===== src/rtl/gol_step_ctrl.sv =====
// gol_step_ctrl: walks a double-banked Game-of-Life grid row by row, feeding external rule logic.
// Define GOL_STEP_CTRL_STABLE_DETECT_EN to build the still-life (stable) detector.
module gol_step_ctrl #(
  parameter int ROWS = 16,
  parameter int COLS = 16,
  parameter int RW   = $clog2(ROWS)
) (
  input  logic            clk_i,
  input  logic            rst_i,
  input  logic            run_i,
  input  logic            step_i,
  input  logic [15:0]     period_i,
  input  logic            host_req_i,
  input  logic            host_we_i,
  input  logic [RW-1:0]   host_row_i,
  input  logic [COLS-1:0] host_wdata_i,
  output logic [COLS-1:0] host_rdata_o,
  output logic            host_ack_o,
  output logic [RW:0]     mem_addr_o,
  output logic            mem_we_o,
  output logic [COLS-1:0] mem_wdata_o,
  input  logic [COLS-1:0] mem_rdata_i,
  output logic [COLS-1:0] rule_up_o,
  output logic [COLS-1:0] rule_mid_o,
  output logic [COLS-1:0] rule_dn_o,
  input  logic [COLS-1:0] rule_next_i,
  output logic            busy_o,
  output logic            bank_o,
  output logic [15:0]     gen_count_o,
  output logic            stable_o
);

  typedef enum logic [2:0] {
    IDLE   = 3'd0,
    RD_UP  = 3'd1,
    RD_MID = 3'd2,
    RD_DN  = 3'd3,
    CAP    = 3'd4,
    WR     = 3'd5,
    SWAP   = 3'd6
  } state_e;

  localparam logic [RW-1:0] ROW_ONE  = RW'(1);
  localparam logic [RW-1:0] ROW_LAST = RW'(ROWS - 1);

  state_e          state_q, state_d;
  logic [RW-1:0]   row_q, row_d;
  logic            bank_q, bank_d;
  logic [15:0]     gen_q, gen_d;
  logic            pending_q, pending_d;
  logic [15:0]     timer_q, timer_d;
  logic [COLS-1:0] up_q, up_d;
  logic [COLS-1:0] mid_q, mid_d;
  logic [COLS-1:0] dn_q, dn_d;
  logic            ack_q, ack_d;
  logic            start_s;
  logic            grant_s;
  logic            fire_s;

  // Free-run timer: period 0 means a trigger every cycle.
  always_comb begin
    fire_s  = 1'b0;
    timer_d = timer_q;
    if (!run_i) begin
      timer_d = 16'd0;
    end else if (period_i == 16'd0) begin
      fire_s  = 1'b1;
      timer_d = 16'd0;
    end else if (timer_q >= (period_i - 16'd1)) begin
      fire_s  = 1'b1;
      timer_d = 16'd0;
    end else begin
      timer_d = timer_q + 16'd1;
    end
  end

  // Pending request: a trigger arriving on the start cycle re-arms it.
  always_comb begin
    pending_d = (pending_q & ~start_s) | step_i | fire_s;
  end

  // Next-state, memory port and row capture.
  always_comb begin
    state_d     = state_q;
    row_d       = row_q;
    bank_d      = bank_q;
    gen_d       = gen_q;
    up_d        = up_q;
    mid_d       = mid_q;
    dn_d        = dn_q;
    ack_d       = 1'b0;
    start_s     = 1'b0;
    grant_s     = 1'b0;
    mem_addr_o  = {bank_q, row_q};
    mem_we_o    = 1'b0;
    mem_wdata_o = {COLS{1'b0}};
    case (state_q)
      IDLE: begin
        if (ack_q) begin
          state_d = IDLE;
        end else if (host_req_i) begin
          grant_s     = 1'b1;
          ack_d       = 1'b1;
          mem_addr_o  = {bank_q, host_row_i};
          mem_we_o    = host_we_i;
          mem_wdata_o = host_wdata_i;
        end else if (pending_q) begin
          start_s = 1'b1;
          row_d   = {RW{1'b0}};
          state_d = RD_UP;
        end else begin
          state_d = IDLE;
        end
      end
      RD_UP: begin
        mem_addr_o = {bank_q, row_q - ROW_ONE};
        state_d    = RD_MID;
      end
      RD_MID: begin
        mem_addr_o = {bank_q, row_q};
        up_d       = mem_rdata_i;
        state_d    = RD_DN;
      end
      RD_DN: begin
        mem_addr_o = {bank_q, row_q + ROW_ONE};
        mid_d      = mem_rdata_i;
        state_d    = CAP;
      end
      CAP: begin
        dn_d    = mem_rdata_i;
        state_d = WR;
      end
      WR: begin
        mem_addr_o  = {~bank_q, row_q};
        mem_we_o    = 1'b1;
        mem_wdata_o = rule_next_i;
        if (row_q == ROW_LAST) begin
          state_d = SWAP;
        end else begin
          row_d   = row_q + ROW_ONE;
          state_d = RD_UP;
        end
      end
      SWAP: begin
        bank_d  = ~bank_q;
        gen_d   = gen_q + 16'd1;
        row_d   = {RW{1'b0}};
        state_d = IDLE;
      end
      default: begin
        state_d = IDLE;
      end
    endcase
  end

  // Controller state registers; reset abandons any generation in flight.
  always_ff @(posedge clk_i or posedge rst_i) begin
    if (rst_i) begin
      state_q   <= IDLE;
      row_q     <= {RW{1'b0}};
      bank_q    <= 1'b0;
      gen_q     <= 16'd0;
      pending_q <= 1'b0;
      timer_q   <= 16'd0;
      up_q      <= {COLS{1'b0}};
      mid_q     <= {COLS{1'b0}};
      dn_q      <= {COLS{1'b0}};
      ack_q     <= 1'b0;
    end else begin
      state_q   <= state_d;
      row_q     <= row_d;
      bank_q    <= bank_d;
      gen_q     <= gen_d;
      pending_q <= pending_d;
      timer_q   <= timer_d;
      up_q      <= up_d;
      mid_q     <= mid_d;
      dn_q      <= dn_d;
      ack_q     <= ack_d;
    end
  end

`ifdef GOL_STEP_CTRL_STABLE_DETECT_EN
  logic diff_q, diff_d;
  logic stable_q, stable_d;

  // Accumulate whether any written row differs from its previous contents.
  always_comb begin
    diff_d   = diff_q;
    stable_d = stable_q;
    if (start_s) begin
      diff_d = 1'b0;
    end else if ((state_q == WR) && (rule_next_i != mid_q)) begin
      diff_d = 1'b1;
    end else begin
      diff_d = diff_q;
    end
    if (state_q == SWAP) begin
      stable_d = ~diff_q;
    end else if (grant_s && host_we_i) begin
      stable_d = 1'b0;
    end else begin
      stable_d = stable_q;
    end
  end

  // Stable-detect registers.
  always_ff @(posedge clk_i or posedge rst_i) begin
    if (rst_i) begin
      diff_q   <= 1'b0;
      stable_q <= 1'b0;
    end else begin
      diff_q   <= diff_d;
      stable_q <= stable_d;
    end
  end

  assign stable_o = stable_q;
`else
  assign stable_o = 1'b0;
`endif

  assign host_ack_o   = ack_q;
  assign host_rdata_o = mem_rdata_i;
  assign rule_up_o    = up_q;
  assign rule_mid_o   = mid_q;
  assign rule_dn_o    = dn_q;
  assign busy_o       = (state_q != IDLE);
  assign bank_o       = bank_q;
  assign gen_count_o  = gen_q;

endmodule


===== config.mk =====
export PLATFORM = sky130hd
export DESIGN_NAME = gol_step_ctrl
export DESIGN_NICKNAME = d
export VERILOG_FILES = /design/src/rtl/gol_step_ctrl.sv
export SDC_FILE = /design/constraint.sdc
export NUM_CORES = 1
export LEC_CHECK = 0
export CORE_MARGIN = 2
export CORE_UTILIZATION = 45
export CTS_CLUSTER_SIZE = 30
export DETAILED_ROUTE_END_ITERATION = 8
export PLACE_DENSITY = 0.87
export REMOVE_ABC_BUFFERS = 1
export SLEW_MARGIN = 20
export SYNTH_ARGS = -nofsm -noshare
export SYNTH_HDL_FRONTEND = slang
export SYNTH_SLANG_ARGS = --single-unit

===== constraint.sdc =====
create_clock -name clk_i -period 4.6 [get_ports clk_i]
set_input_delay 1.38 -clock clk_i [delete_from_list [all_inputs] [get_ports clk_i]]
set_output_delay 1.38 -clock clk_i [all_outputs]
set_load 0.02 [all_outputs]

Word-level counts from Yosys, hierarchy flattened
Index checks and enable logic that the tools add are counted.
{ "totals": {"reg_bits": 90, "input_bits": 74, "out_inout_bits": 106, "elab_cells": 70} }
{ "classes": {"addsub": 5, "n_lt_le_gt_ge": 1, "eq_ne": 12, "mux": 32, "n_bitwise": 5, "reduce_logical": 5} }
{ "ops": {"columns": ["cell", "count"], "rows": [
  ["two-way mux 16 bit", 5],
  ["adder 16 x 1 -> 16 bit, second input constant", 2],
  ["one-hot mux 16 bit (2 select lines)", 1],
  ["two-way mux 4 bit", 6],
  ["one-hot mux 5 bit (4 select lines)", 1],
  ["one-hot mux 3 bit (6 select lines)", 1],
  [">= comparator 16 bit", 1],
  ["logical NOT 16 bit", 1],
  ["subtractor 16 x 1 -> 16 bit, second input constant", 1],
  ["two-way mux 1 bit", 13],
  ["one-hot mux 4 bit (3 select lines)", 1],
  ["equality test 3 bit, second input constant", 3],
  ["two-way mux 3 bit", 3],
  ["inequality test 2 bit, second input constant", 4],
  ["equality test 3 x 2 -> 1 bit, second input constant", 2],
  ["nonzero test 3 bit", 2],
  ["AND reduction 5 bit", 1],
  ["adder 4 x 1 -> 4 bit, second input constant", 1],
  ["equality test 4 bit, second input constant", 1],
  ["subtractor 4 x 1 -> 4 bit, second input constant", 1],
  ["equality test 3 x 1 -> 1 bit, second input constant", 1],
  ["logical NOT 3 bit", 1],
  ["inequality test 3 bit, second input constant", 1],
  ["inverter 1 bit", 2],
  ["other kinds (3)", 4]
]} }

Longest topological paths before layout
Gate-level depths: netlist (run 1).
{ "logic_depth": {"depth_word": 8, "depth_mapped": 13, "mapped_depth_nobuf": 12} }

Least setup slack after synthesis (run 1)
OpenSTA, ideal clock, no wires.
{ "synth_path": {"path_type": "in2reg", "from": "input port period_i[3]", "to": "register timer_q[10]", "setup_ns": 0.134, "arrival_time_ns": 4.054, "t_required_ns": 4.466, "setup_slack_ns": 0.411, "stages": 12, "path_buffers": 1, "cell_sequence": "or3_4 > or4_4 > nor4_4 > nand2_1 > xor2_1 > ha_1 > nand4_1 > nor4_1 > o211ai_1 > o211ai_1 > clkbuf_1 > nor3_1"} }
{ "synth_between": {"elab_chain_cells": 5, "elab_cells_between_ends": 6} }
{ "synth_lines": {"columns": ["item", "line_no", "rtl"], "rows": [
  ["from (decl)", "12", "input logic [15:0] period_i,"],
  ["subtractor 16 x 1 -> 16 bit", "69", "end else if (timer_q >= (period_i - 16'd1)) begin"],
  [">= comparator 16 bit", "69", null],
  ["two-way mux 16 bit", "69", null],
  ["two-way mux 16 bit *", "66", "end else if (period_i == 16'd0) begin"],
  ["two-way mux 16 bit *", "64", "if (!run_i) begin"],
  ["via timer_d[10]", "51", "logic [15:0] timer_q, timer_d;"],
  ["to (signal assigned)", "175", "timer_q <= timer_d;"],
  ["to (decl)", "51", null]
]} }
The timed path passes the listed nets; every way through them passes the cells marked *.
A chain may end at the register's enable or synchronous reset.

Worst setup path in the final report (run 1)
{ "layout_path": {"from": "input port host_req_i", "to": "output port mem_addr_o[1]"} }
{ "layout_between": {"elab_chain_cells": 3} }
{ "layout_lines": {"columns": ["item", "line_no", "rtl"], "rows": [
  ["from (decl)", "13", "input logic host_req_i,"],
  ["two-way mux 4 bit", "101", "end else if (host_req_i) begin"],
  ["two-way mux 4 bit", "99", "if (ack_q) begin"],
  ["one-hot mux 5 bit (4 select lines)", "97", "case (state_q)"],
  ["to (decl)", "19", "output logic [RW:0] mem_addr_o,"]
]} }
No other way between the ends.

==> run metrics, run 1 <==
yosys warns 0; first-pass GRT wire length 20,900 um; vias about 4,200; Relative slew margins around 27%; Die Height around 110 um; f_max approximately 220 MHz; GRT Total Usage between 20% and 30%; Final HPWL DP 9620 um; Hold Path Class reg -> reg; clock root buffer clkbuf_8; ant diodes 0; Detailed Route WL between 10,000 and 15,000 um; vias in the first global route approximately 4,200; top-count cell post-synth dfrtp_1; critical-path cell list clkdlybuf4s50_1 > nand2b_2 > nor2_2 > a31oi_1 > o21ai_0 > clkdlybuf4s50_1; Distinct cells, synth 50; power per cell area 536 nW/um2; worst endpoint data arrival time 3120 ps; iteration count of the initial detailed-routing pass 4; cell mode on critical path clkdlybuf4s50_1; clk_lat worst skew around 350 ps; Avg WL per Cell between 15 and 20 um; Clock Sinks 90; initial antenna violation count 0; Die W 109 um; Mapped Cells roughly 460; P&R area growth vs syn 44.5%; syn_area_per_cell between 10 and 15 um2; delay of the slowest cell on the worst path between 600 and 700 ps; Synth area leader dfrtp_1; worst-margin pin slew 1090 ps; Max FO, Critical Path 5; top-area cell type share of the netlist area a little under half; Worst Hold End gen_count_o[15]; Seq/Total Area, Yosys between 40% and 50%; final setup TNS 0 ps; Initial Util ~46%; Core ar. about 11,000 um2; outcome finished, final reports clean; Remaining Overflow, GRT 0; number of buffers created by CTS 9; Worst-path clk slew 100 ps; asr flop ratio synth 100%; Leak Pwr between 3 and 4 nW; # setup viols final 0; RSZ-0062 raised after global routing no; Critical Path RT around 3200 ps; largest cells by area after synthesis dfrtp_1, mux2_2, ha_1; hold depth 1; skew final ~6.2 ps; Reg-to-Reg Start state_q[0]; Cell Area, Placed ~6800 um2; share of layout cells above drive strength 1 between 10% and 20%; endpoints failing hold 0; DIE AREA 11,800 um2; drt drc 0; clock buffer depth 2; Critical Path Start Type input pin; nature of the critical path endpoint output pin; Reg2Reg Depth 5; synthesized flop and latch total 90; VDD IR max approximately 0.4 mV; Iter 0 DRT Violations between 150 and 200; Vias/cell between 5 and 6; EDFF count, synth 0; maxcap violations 0; Mapped Area 4920 um2; CP max stage cell clkdlybuf4s50_1; Buf+Inv Stages, Crit Path 2; Reg2Reg Setup Slack around 2400 ps; period utilization between 90% and 100%; Max Slew Vio Count 0; Finished Cell Area 7110 um2; Placer Congestion roughly 0.9; final worst path period need between 4000 and 5000 ps; NumNets Final roughly 730; R2R Path End gen_count_o[15]; Routed Antenna Nets 0; I/O pin total 180; number of port buffers 178; min-delay src gen_count_o[15]; Crit Path Class in -> out; CTS tree done; delay-heaviest family, CP buffers and inverters; Post-synth top cells dfrtp_1, mux2_2, nand2_1; Main synth FF type dfrtp_1; largest net degree at the start of global routing 58; Cell Rows 38; CTS H-tree depth 3
state kept, by name, summed over array words and instances (netlist names):
name / count
bank_o: 1
gen_count_o: 16
host_ack_o: 1
pending_q: 1
row_q: 4
rule_dn_o: 16
rule_mid_o: 16
rule_up_o: 16
state_q: 3
timer_q: 16
worst reg2reg max path: stages (launching register included):
cell     delay (ps)
dfrtp_1         640
inv_1           290
nand3_1         180
nor4_1          680
nand3_1         200
xnor2_1         170
metal layers:
metal  vias up  track usage [%]  wire length [um]
met5         -                0                 0
met4         0             6.87               240
met3        30             6.33              1090
met2       178             41.6              6780
met1      2013             25.2              4960
li1       1956                -                 -
area by class of cell:
class	count	area, um2
flip-flops and latches	90	2250
clock inverters	7	100
fillers	837	3640
inverters	16	62.6
multi-input cells	316	2430
well taps	140	175
repair buffers	199	1970
clock buffers	9	124
metrics by stage:
| step | setup slack (ps) | power [W] | std cells | utilization [%] | hold slack (ps) |
|---|---|---|---|---|---|
| after global placement | -69.7 | 0.00315 | 758 | 63.5 | 463 |
| after CTS | 5.82 | 0.00384 | 777 | 65.8 | 495 |
| after global routing | 33.4 | 0.00402 | 777 | 66.2 | 500 |
| final | 99.8 | 0.00381 | 777 | 66.2 | 493 |
| after detailed placement | -121 | 0.00322 | 758 | 63.5 | 482 |
| after floorplan | 333 | 0.00226 | 422 | - | 506 |
placed cells by master, fill, tap and decap left out, types with 3 or more instances in the layout:
cell | netlist | layout
clkdlybuf4s50_1 | 0 | 158
and3_1 | 6 | 6
xor2_1 | 19 | 19
inv_1 | 16 | 15
ha_1 | 21 | 21
o21ai_0 | 10 | 10
inv_6 | 0 | 3
dfrtp_1 | 90 | 90
nor2_1 | 24 | 22
o21a_1 | 3 | 3
xnor2_1 | 27 | 27
nand2b_1 | 5 | 4
nand2_1 | 33 | 33
a21oi_1 | 16 | 16
clkbuf_8 | 0 | 9
nor4_1 | 5 | 5
nor3_1 | 23 | 23
nand3_1 | 17 | 17
nand4_1 | 8 | 8
buf_4 | 20 | 19
dlygate4sd2_1 | 0 | 10
dlymetal6s2s_1 | 0 | 10
a22o_1 | 17 | 17
mux2_2 | 48 | 48
how the worst max path moves through the flow:
stage | start | endpoint | slack, ps | cells after the start
final | host_req_i | mem_addr_o[1] | 100 | 6
after global routing | host_req_i | mem_addr_o[1] | 30 | 7
after CTS | host_req_i | mem_wdata_o[4] | 6 | 7
after detailed placement | host_req_i | mem_addr_o[0] | -120 | 6
after global placement | host_req_i | mem_addr_o[0] | -70 | 6
after floorplan | period_i[3] | pending_q | 330 | 11
cell families (layout without fill, tap and decap cells):
logic type | count (synthesis) | after routing | synth area share [%]
and+or+nand+nor | 137 | 137 | 15.0
DFF | 90 | 90 | 45.8
AOI/OAI and AO/OA | 63 | 63 | 9.21
buffers and inverters | 50 | 231 | 5.47
muxes | 48 | 48 | 11.0
xor gates and xnor gates | 46 | 46 | 8.19
adders and majority gates | 21 | 21 | 5.34
other | 1 | 1 | 0.0762
power by group:
| group | total (W) | switching [W] | internal, W |
|---|---|---|---|
| Clock | 0.000603 | 0.000291 | 0.000312 |
| Sequential | 0.00126 | 0.000211 | 0.00105 |
| Combinational | 0.00194 | 0.000960 | 0.000982 |
| Total | 0.00381 | 0.00146 | 0.00235 |
what timing repair did:
action                                  4_1_cts  5_1_grt
hold buffers                                  0        0
setup buffers                                 2        0
endpoints found under the setup margin       21       11
cloned                                        1        0
gates resized for setup                      16       11
Power figures use the tool's default switching activity.
==> run 2: changes to the inputs <==
ABC_CLOCK_PERIOD_IN_PS = 4600   (was unset)
==> results of run 2 <==
No change in the layout: final DEF, timing and power equal those of run 1.
==> RTL edit, RTL diff (settings of run 1) <==
Encoding of `state_e`: now one-hot (7 bits for 7 states).
--- a/src/rtl/gol_step_ctrl.sv
+++ b/src/rtl/gol_step_ctrl.sv
@@ -32,10 +32,10 @@
 
-  typedef enum logic [2:0] {
-    IDLE   = 3'd0,
-    RD_UP  = 3'd1,
-    RD_MID = 3'd2,
-    RD_DN  = 3'd3,
-    CAP    = 3'd4,
-    WR     = 3'd5,
-    SWAP   = 3'd6
+  typedef enum logic [6:0] {
+    IDLE   = 7'b0000001,
+    RD_UP  = 7'b0000010,
+    RD_MID = 7'b0000100,
+    RD_DN  = 7'b0001000,
+    CAP    = 7'b0010000,
+    WR     = 7'b0100000,
+    SWAP   = 7'b1000000
   } state_e;
Function: same outputs for any inputs over 4 cycles, from zero or initial values and one cycle with rst_i high; so few cycles prove little.
==> RTL edit against run 1 <==
- clock skew rose by 0.0030 ns
- synthesized area rose by 2.3%
- register-to-register slack improved by 0.06 ns
- non-clock buffer count rose by 6
- utilization rose by 0.087 points
- worst setup slack got worse by 0.0064 ns
- cell count rose by 4.8%
- synthesized cell count rose by 6.6%
- power fell by 23%
- clock power fell by 8.6%
- design area rose by 1.5%
- wire length rose by 1.1%
- sequential cell count rose by 4
- critical path type unchanged
- critical endpoint is now mem_wdata_o[5]
- largest power group unchanged
==> RTL edit: results (changes against run 1) <==
Place
  • Placed Cells: 798 (was 758)
  • DP HPWL: 10400 um (was 9620 um)
  • Pre-CTS setup slack: -0.188 ns (was -0.121 ns)
  • Area after DPL: 7010 um^2 (was 6830 um^2)

Synth
  • Post-synthesis async set-or-reset flop share: 100% (unchanged)
  • Register area share after synthesis: 46.8% (was 45.8%)
  • Compound-Gate Fraction of Synth Area: 8.16% (was 9.21%)
  • Adder-Cell Fraction of Synth Area: 5.22% (was 5.34%)
  • Synth Area in XOR/XNOR: 8.01% (was 8.19%)
  • Distinct cells, synth: 60 (was 50)
  • Most frequent cells after synthesis: dfrtp_1 (93), nand2_1 (77), nor2_1 (39), mux2_2 (32), xnor2_1 (27) (was dfrtp_1 (90), mux2_2 (48), nand2_1 (33), xnor2_1 (27), nor2_1 (24))
  • Mux cell area share after synthesis: 7.61% (was 11.0%)

Global routing
  • Largest net degree at the start of global routing: 54 (was 58)
  • Via count of the first global-routing pass: 4201 (was 4234)
  • First-pass GRT wire length: 20800 um (was 20900 um)

Status
  • Status: completed (unchanged)

Final layout
  • Nets: 764 (was 727)
  • Share of layout cells above drive strength 1: 13.2% (was 15.7%)

Critical path
  • WP data arrival: 3.13 ns (was 3.12 ns)
  • R2R depth: 7 (was 5)
  • Worst-path fanout max: 22 (was 5)

Clock network
  • Clk slew on worst S/H paths: about 0.090 ns

Pwr
  • Lkg Pwr: 3.22 nW (was 3.19 nW)
  • Int Power: 1.90 mW (was 2.35 mW)
  • Maximum vdd drop: 214 uV (was 399 uV)

Drt
  • Mean routed wirelength per cell: 16.2 um (was 16.8 um)
  • Vias per inst: 5.18 (was 5.38)
  • 1st-iter DRT viols: 228 (was 165)
  • DRT Wirelength: 13200 um (was 13100 um)

STA
  • Layout Skew: 0.00926 ns (was 0.00625 ns)
  • Worst-Margin Slew: 0.913 ns (was 1.09 ns)
[RTL edit: cell types whose count changed in the layout (fill, tap and decap cells not counted), moves of 13 or more]
cell             before  now
clkdlybuf4s50_1     158  173
mux2_2               48   32
nand2_1              33   77
nor2_1               22   39
nor3_1               23   10
[RTL edit: path summary, 6_finish.rpt]
check,slack [ns],start,endpoint
worst max-delay path,0.09,host_req_i,mem_wdata_o[5]
worst min-delay path,0.47,gen_count_o[15]$_DFFE_PP0N_,gen_count_o[15]$_DFFE_PP0N_
worst max register to register,2.41,timer_q[1]$_DFF_PP0_,pending_q$_DFF_PP0_
worst min register to register,0.47,gen_count_o[15]$_DFFE_PP0N_,gen_count_o[15]$_DFFE_PP0N_
max in group asynchronous,2.26,rst_i,rule_dn_o[14]$_DFFE_PP0P_
min in group asynchronous,1.51,rst_i,rule_mid_o[4]$_DFFE_PP0P_
[RTL edit: cells by family after synthesis]
family	count (synthesis)
simple gates	190
compound gates	52
xor+xnor	46
mux	33
flops	94
other cells	1
fa+ha+maj	21
buf+inv	49
[RTL edit: final cells by class]
| class | count | area (um^2) |
|---|---|---|
| clock buffer | 11 | 141 |
| tap | 140 | 175 |
| sequential | 94 | 2350 |
| inverter | 16 | 61.3 |
| fill | 845 | 3680 |
| clock inverter | 5 | 58.8 |
| timing repair buffer | 205 | 2000 |
| multi-input combinational | 343 | 2420 |
[RTL edit: power by group through the flow]
stage | sequential, mW | clock (mW) | combinational, mW
2_1_floorplan | 1.25 | 0 | 0.483
3_3_place_gp | 1.09 | 0 | 1.27
3_5_place_dp | 1.10 | 0 | 1.30
4_1_cts | 1.08 | 0.561 | 1.29
5_1_grt | 1.10 | 0.594 | 1.36
6_report | 1.08 | 0.551 | 1.28
[RTL edit: per-layer routing]
metal  GRT usage, %  vias up  wire length [um]
met5              0        -                 0
met4           3.80        0                61
met3           4.15        6               512
met2           38.6      120              7060
met1           28.7     2056              5580
li1               -     2032                 -
[RTL edit: worst max-delay path: stages]
cell	delay, ns
clkdlybuf4s50_1	0.49
nand2b_1	0.08
nor2_1	0.13
buf_6	0.21
a22o_1	0.21
clkdlybuf4s50_1	0.61
[RTL edit: repair_timing]
item | 4_1_cts | 5_1_grt
hold buffers | 0 | 0
resized for setup | 4 | 4
setup endpoints to repair | 4 | 15
[RTL edit: per-stage QoR]
stage | hold WS [ns] | total power [mW] | TNS, ns
3_3_place_gp | 0.454 | 2.36 | -0.176
5_1_grt | 0.480 | 3.06 | 0
4_1_cts | 0.473 | 2.93 | 0
2_1_floorplan | 0.455 | 1.73 | 0
3_5_place_dp | 0.456 | 2.40 | -3.43
6_report | 0.471 | 2.92 | 0
